$ cat config.mk
export PLATFORM = sky130hd
export DESIGN_NAME = mem_loader
export DESIGN_NICKNAME = d
export VERILOG_FILES = /design/src/rtl/mem_loader.sv
export SDC_FILE = /design/constraint.sdc
export NUM_CORES = 1
export LEC_CHECK = 0
export CORE_AREA = 4 4 75 77
export CTS_CLUSTER_DIAMETER = 30
export DETAILED_ROUTE_END_ITERATION = 8
export DIE_AREA = 0 0 79 81
export PLACE_DENSITY_LB_ADDON = 0.25
export REMOVE_ABC_BUFFERS = 1
export SLEW_MARGIN = 20
export SYNTH_ARGS = -nofsm -noshare
export SYNTH_HDL_FRONTEND = slang
export SYNTH_SLANG_ARGS = --single-unit
$ cat constraint.sdc
create_clock -name clk -period 5.08 [get_ports clk]
set_input_delay 1.016 -clock clk [delete_from_list [all_inputs] [get_ports clk]]
set_output_delay 1.016 -clock clk [all_outputs]
set_load 0.02 [all_outputs]
$ cat src/rtl/mem_loader.sv
// Streams up to 32 bytes into a memory, keeping a running sum of what was
// accepted. It then reads every loaded word back and flags an error when the
// sum of the readback does not match.
`timescale 1ns/1ps
module mem_loader #(
  parameter int DEPTH = 32
) (
  input  logic       clk,
  input  logic       rst,
  input  logic       start,
  input  logic [5:0] load_len,
  input  logic       abort,
  input  logic       in_valid,
  input  logic [7:0] in_data,
  output logic       in_ready,
  output logic       mem_read,
  output logic       mem_write,
  output logic [4:0] mem_addr,
  output logic [7:0] mem_wdata,
  input  logic [7:0] mem_rdata,
  output logic       busy,
  output logic       done,
  output logic       error,
  output logic [7:0] checksum
);

  typedef enum logic [2:0] {IDLE, LOAD, VERIFY, DRAIN, FINISH} state_t;

  state_t     state, state_nxt;
  logic [4:0] wr_ptr, rd_ptr, last_idx;
  logic [7:0] sum_in, sum_rb, sum_rb_add;
  logic       rd_pend, err_q, len_ok, xfer;

  assign len_ok     = (load_len != 6'd0) && (load_len <= 6'(DEPTH));
  assign sum_rb_add = sum_rb + mem_rdata;
  assign busy       = (state != IDLE);
  assign error      = err_q;
  assign checksum   = sum_in;

  // State register; reset drops straight back to IDLE from anywhere
  always_ff @(posedge clk or posedge rst) begin
    if (rst) state <= IDLE;
    else     state <= state_nxt;
  end

  // Next-state and memory/handshake outputs; abort outranks a transfer
  always_comb begin
    state_nxt = state;
    in_ready  = 1'b0;
    mem_read  = 1'b0;
    mem_write = 1'b0;
    mem_addr  = '0;
    mem_wdata = '0;
    done      = 1'b0;
    xfer      = 1'b0;
    case (state)
      IDLE: begin
        if (start) state_nxt = len_ok ? LOAD : FINISH;
      end
      LOAD: begin
        in_ready = 1'b1;
        xfer     = in_valid && !abort;
        if (abort) begin
          state_nxt = IDLE;
        end else if (xfer) begin
          mem_write = 1'b1;
          mem_addr  = wr_ptr;
          mem_wdata = in_data;
          if (wr_ptr == last_idx) state_nxt = VERIFY;
        end
      end
      VERIFY: begin
        mem_read = 1'b1;
        mem_addr = rd_ptr;
        if (abort)                  state_nxt = IDLE;
        else if (rd_ptr == last_idx) state_nxt = DRAIN;
      end
      DRAIN: begin
        state_nxt = abort ? IDLE : FINISH;
      end
      FINISH: begin
        done      = 1'b1;
        state_nxt = IDLE;
      end
      default: state_nxt = IDLE;
    endcase
  end

  // Remembers that a read was issued last cycle, so its data is due now
  always_ff @(posedge clk or posedge rst) begin
    if (rst) rd_pend <= 1'b0;
    else     rd_pend <= mem_read;
  end

  // Pointers, both sums and the sticky error flag
  always_ff @(posedge clk or posedge rst) begin
    if (rst) begin
      wr_ptr   <= '0;
      rd_ptr   <= '0;
      last_idx <= '0;
      sum_in   <= '0;
      sum_rb   <= '0;
      err_q    <= 1'b0;
    end else begin
      case (state)
        IDLE: begin
          if (start) begin
            if (len_ok) begin
              wr_ptr   <= '0;
              rd_ptr   <= '0;
              sum_in   <= '0;
              sum_rb   <= '0;
              last_idx <= load_len[4:0] - 5'd1;
              err_q    <= 1'b0;
            end else begin
              err_q <= 1'b1;
            end
          end
        end
        LOAD: begin
          if (abort) begin
            err_q <= 1'b1;
          end else if (xfer) begin
            wr_ptr <= wr_ptr + 5'd1;
            sum_in <= sum_in + in_data;
          end
        end
        VERIFY: begin
          if (abort) begin
            err_q <= 1'b1;
          end else begin
            rd_ptr <= rd_ptr + 5'd1;
            if (rd_pend) sum_rb <= sum_rb_add;
          end
        end
        DRAIN: begin
          if (abort) begin
            err_q <= 1'b1;
          end else begin
            sum_rb <= sum_rb_add;
            if (sum_rb_add != sum_in) err_q <= 1'b1;
          end
        end
        default: ;
      endcase
    end
  end

endmodule

# == Word level (Yosys, flattened, before mapping) ==
# Cells that the tools add are included.
# word_totals
register_bits,36
elab_cells,94
in_bits,27
# op_classes
eq_ne,19
n_reduce_logical,17
magnitude_cmp,1
n_addsub,5
n_mux,44
# op_table
operator,count
8-bit two-way mux,10
5-bit two-way mux,7
5-bit one-hot mux with 2 select lines,3
3-bit two-way mux,8
8-bit one-hot mux with 3 select lines,1
8-bit adder,2
8-bit one-hot mux with 2 select lines,1
2-bit != test (second input constant),7
1-bit two-way mux,12
3-bit != test (second input constant),4
3-bit one-hot mux with 4 select lines,1
4-bit AND reduction,3
5-bit by 1-bit adder with 5-bit output (second input constant),2
5-bit == test,2
3-bit nonzero test,3
8-bit != test,1
3-bit by 2-bit == test with 1-bit output (second input constant),2
6-bit less-or-equal comparator (second input constant),1
6-bit AND reduction,1
6-bit nonzero test,1
5-bit AND reduction,1
5-bit by 1-bit subtractor with 5-bit output (second input constant),1
2-bit nonzero test,2
3-bit by 1-bit == test with 1-bit output (second input constant),1
other kinds (8),9

# == Longest topological paths before layout ==
# depth
word_depth,6
depth_mapped,9
depth_no_buf,8

# == Worst setup path before layout ==
# OpenSTA, ideal clock, no wires.
# synth_path
kind,input -> output
startpoint,input port abort
endpoint,output port mem_addr[0]
path_stages,5
setup_slack_ns,2.032
t_arrival_ns,2.032
cell_sequence,nor3_4 > nand2_2 > inv_2 > buf_2 > a22o_1
# synth_between
elab_chain_len,5
# synth_lines
item,line_no,source
start: declaration,12,"input logic abort,"
1-bit zero test,62,xfer = in_valid && !abort;
1-bit logical AND,62,
5-bit two-way mux,65,end else if (xfer) begin
5-bit two-way mux (*),63,if (abort) begin
5-bit one-hot mux with 2 select lines (*),56,case (state)
end: declaration,18,"output logic [4:0] mem_addr,"
# Every way passes the cells marked *; elsewhere a longest branch is shown, timed or not.

# == Worst setup path after layout ==
# Ends and elaborated chain as after synthesis.

==> out/qor.csv <==
metric,value,unit
outcome,"complete, no violations",
synth_common_cells,"dfrtp_1, nand2_1, xnor2_1",
cts.sinks,36,
vias,2295,
synth_mux_area_share,0.423,%
worstSkewPairLatency,290,ps
grtUsageTotal,21.0,%
finalCritPeriodShare,86.1,%
postCtsSetupBuffers,0,
wl_met3,288,um
antenna_left,0,
cts_hold_buffers,0,
synth-seq-area-share,33.9,%
syn_area_per_cell,9.02,sq um
clk_pin_slew,80,ps
drv_slew,0,
syn_area,2660,sq um
synth-simple-area-share,21.1,%
dpl.cell_count,407,
r2r-start,sum_rb[0],
drive_above_1_share,6.96,%
p_per_area,544,nW/um^2
portBuffers,53,
total_leakage_power,1.48,nW
std_cell_rows,26,
wire_per_inst,15.0,um
first_iter_violations,94,
fin_area,3320,sq um
relSlewSlack,43.2,%
synth_top_family_by_area,simple AND/OR/NAND/NOR gates,
ios,54,
drc,0,
fin_nets,391,
path_cells,clkdlybuf4s50_1 -> nor3_4 -> nand2_2 -> inv_2 -> a22o_1 -> clkdlybuf4s50_1,
cts_max_level,2,
core_area,5010,sq um
initial_core_util,53.1,%
cts_resized,0,
final_cells,415,
hold_path_class,flip-flop to flip-flop,
yosysWarnings,0,
yosysTopAreaCellShare,33.9,%
grt_pass1_wl,10600,um
via_per_inst,5.53,
die_x,79,um
reg2reg_depth,8,
cts_tree,done,
vdd_drop_max,274,uV
grt_overflow_total,0,
synth_compound_area_share,17.0,%
wl_met2,2970,um
cp-end-kind,output pin,
tns,0,ps
grt_max_degree,37,
max_stage_delay,600,ps
arrival,3360,ps
synth_ff_type,dfrtp_1,
top_layer_used,met4,
path_max_fanout,17,
synthArstFlopShare,100,%
grt_pass1_vias,2271,
clock_skew,9.72,ps
synth_top_area_cell,dfrtp_1,
synth_area_leaders,"dfrtp_1, ha_1, xnor2_1",
first_pass_iters,4,
endpoint,mem_addr[0],
required,4060,ps
worst_pin_slew,850,ps
clockBufferDepth,2,
regToRegSetupSlack,2760,ps
cts-root-buf,clkbuf_8,
wl_met1,2910,um
period_needed,4370,ps
synth_seq_cells,36,
synth-edff-count,0,
antenna_found_initial,0,
fmax,229,MHz
r2r-end,error,
synthCells,295,
synthAdderAreaFrac,9.97,%
die_y,81,um
synth-xor-area-share,13.2,%
dpl_cell_area,3210,sq um
crit_start,abort,
cts_buffers,5,
drv_cap,0,
dp_hpwl,4650,um
timing.critical_path.mode_cell,clkdlybuf4s50_1,
wl,6230,um
dieArea,6400,sq um
synth_most_common_cell,dfrtp_1,
setup_viol,0,
areaGrowthSynthToFinish,25.0,%
rsz0062_at_grt,no,
n_antenna_cell,0,
crit_type,primary input to output pin,
hold_viol_final,0,
startpoint_type,primary input,
critical-path-slowest-cell,clkdlybuf4s50_1,
yosysUniqueCellTypes,50,
place_congestion,0.807,
stage by stage:
stage	utilization (%)	hold slack, ps	setup slack [ps]	total power (W)
final	66.4	485	707	0.00181
after global routing	66.4	522	543	0.00196
after CTS	66.4	493	684	0.00181
after detailed placement	64.1	476	685	0.00155
after global placement	64.1	467	792	0.00152
after floorplan	-	453	2030	0.00124
power by group:
| group | internal [W] | switching [W] | total [W] |
|---|---|---|---|
| clock | 0.000145 | 0.000112 | 0.000258 |
| sequential | 0.000392 | 0.000145 | 0.000537 |
| combinational | 0.000468 | 0.000545 | 0.00101 |
| total | 0.00101 | 0.000803 | 0.00181 |
registers in the layout (all words and copies together) (netlist names):
register  count
error         1
wr_ptr        5
sum_rb        8
last_idx      5
checksum      8
rd_pend       1
state         3
rd_ptr        5
per-layer routing:
| metal | vias up | track usage, % |
|---|---|---|
| met5 | - | 0 |
| met4 | 0 | 7.73 |
| met3 | 5 | 3.55 |
| met2 | 70 | 35.4 |
| met1 | 1077 | 27.2 |
| li1 | 1143 | - |
how the worst min path moves through the flow:
stage | startpoint | to | slack (ps) | depth (start not counted)
after floorplan | sum_rb[2] | sum_rb[2] | 450 | 2
after global placement | sum_rb[3] | sum_rb[3] | 470 | 2
after detailed placement | sum_rb[6] | sum_rb[6] | 480 | 2
after CTS | sum_rb[6] | sum_rb[6] | 490 | 2
after global routing | sum_rb[6] | sum_rb[6] | 520 | 2
final | sum_rb[6] | sum_rb[6] | 490 | 2
cell usage in the layout (no fill, tap or decap), types with 2 or more instances in the layout:
master	count
clkdlybuf4s50_1	53
dfrtp_1	36
nand2_1	29
xnor2_1	24
nor2_1	23
ha_1	18
xor2_1	16
o21ai_1	16
nand3_1	13
a21oi_1	11
inv_1	9
and3_1	9
o31ai_1	8
nor3_1	8
o21ai_0	7
nand4_1	6
a22o_1	6
o21bai_1	5
clkbuf_8	5
nand2b_1	3
a21o_1	3
o21a_1	3
nor3_2	2
nor4_1	2
and2_1	2
fa_1	2
buf_4	2
critical path, delay by kind of cell:
kind                   cells  cell delay (ps)
and+or+nand+nor            2              740
buffers and inverters      3             1400
AOI/OAI and AO/OA          1              190
kinds of logic after synthesis:
family          Yosys count
simple gates            106
compound gates           69
xor+xnor                 40
flops                    36
buf+inv                  23
fa+ha+maj                20
mux                       1
cell type report:
| type | instances | area [sq um] |
|---|---|---|
| Tap cell | 70 | 87.6 |
| Fill cell | 438 | 1690 |
| Clock inverter | 3 | 42.5 |
| Multi-Input combinational cell | 236 | 1640 |
| Inverter | 10 | 37.5 |
| Sequential cell | 36 | 901 |
| Clock buffer | 5 | 68.8 |
| Timing Repair Buffer | 55 | 546 |
Note: power is estimated with default switching activity, not from simulation.
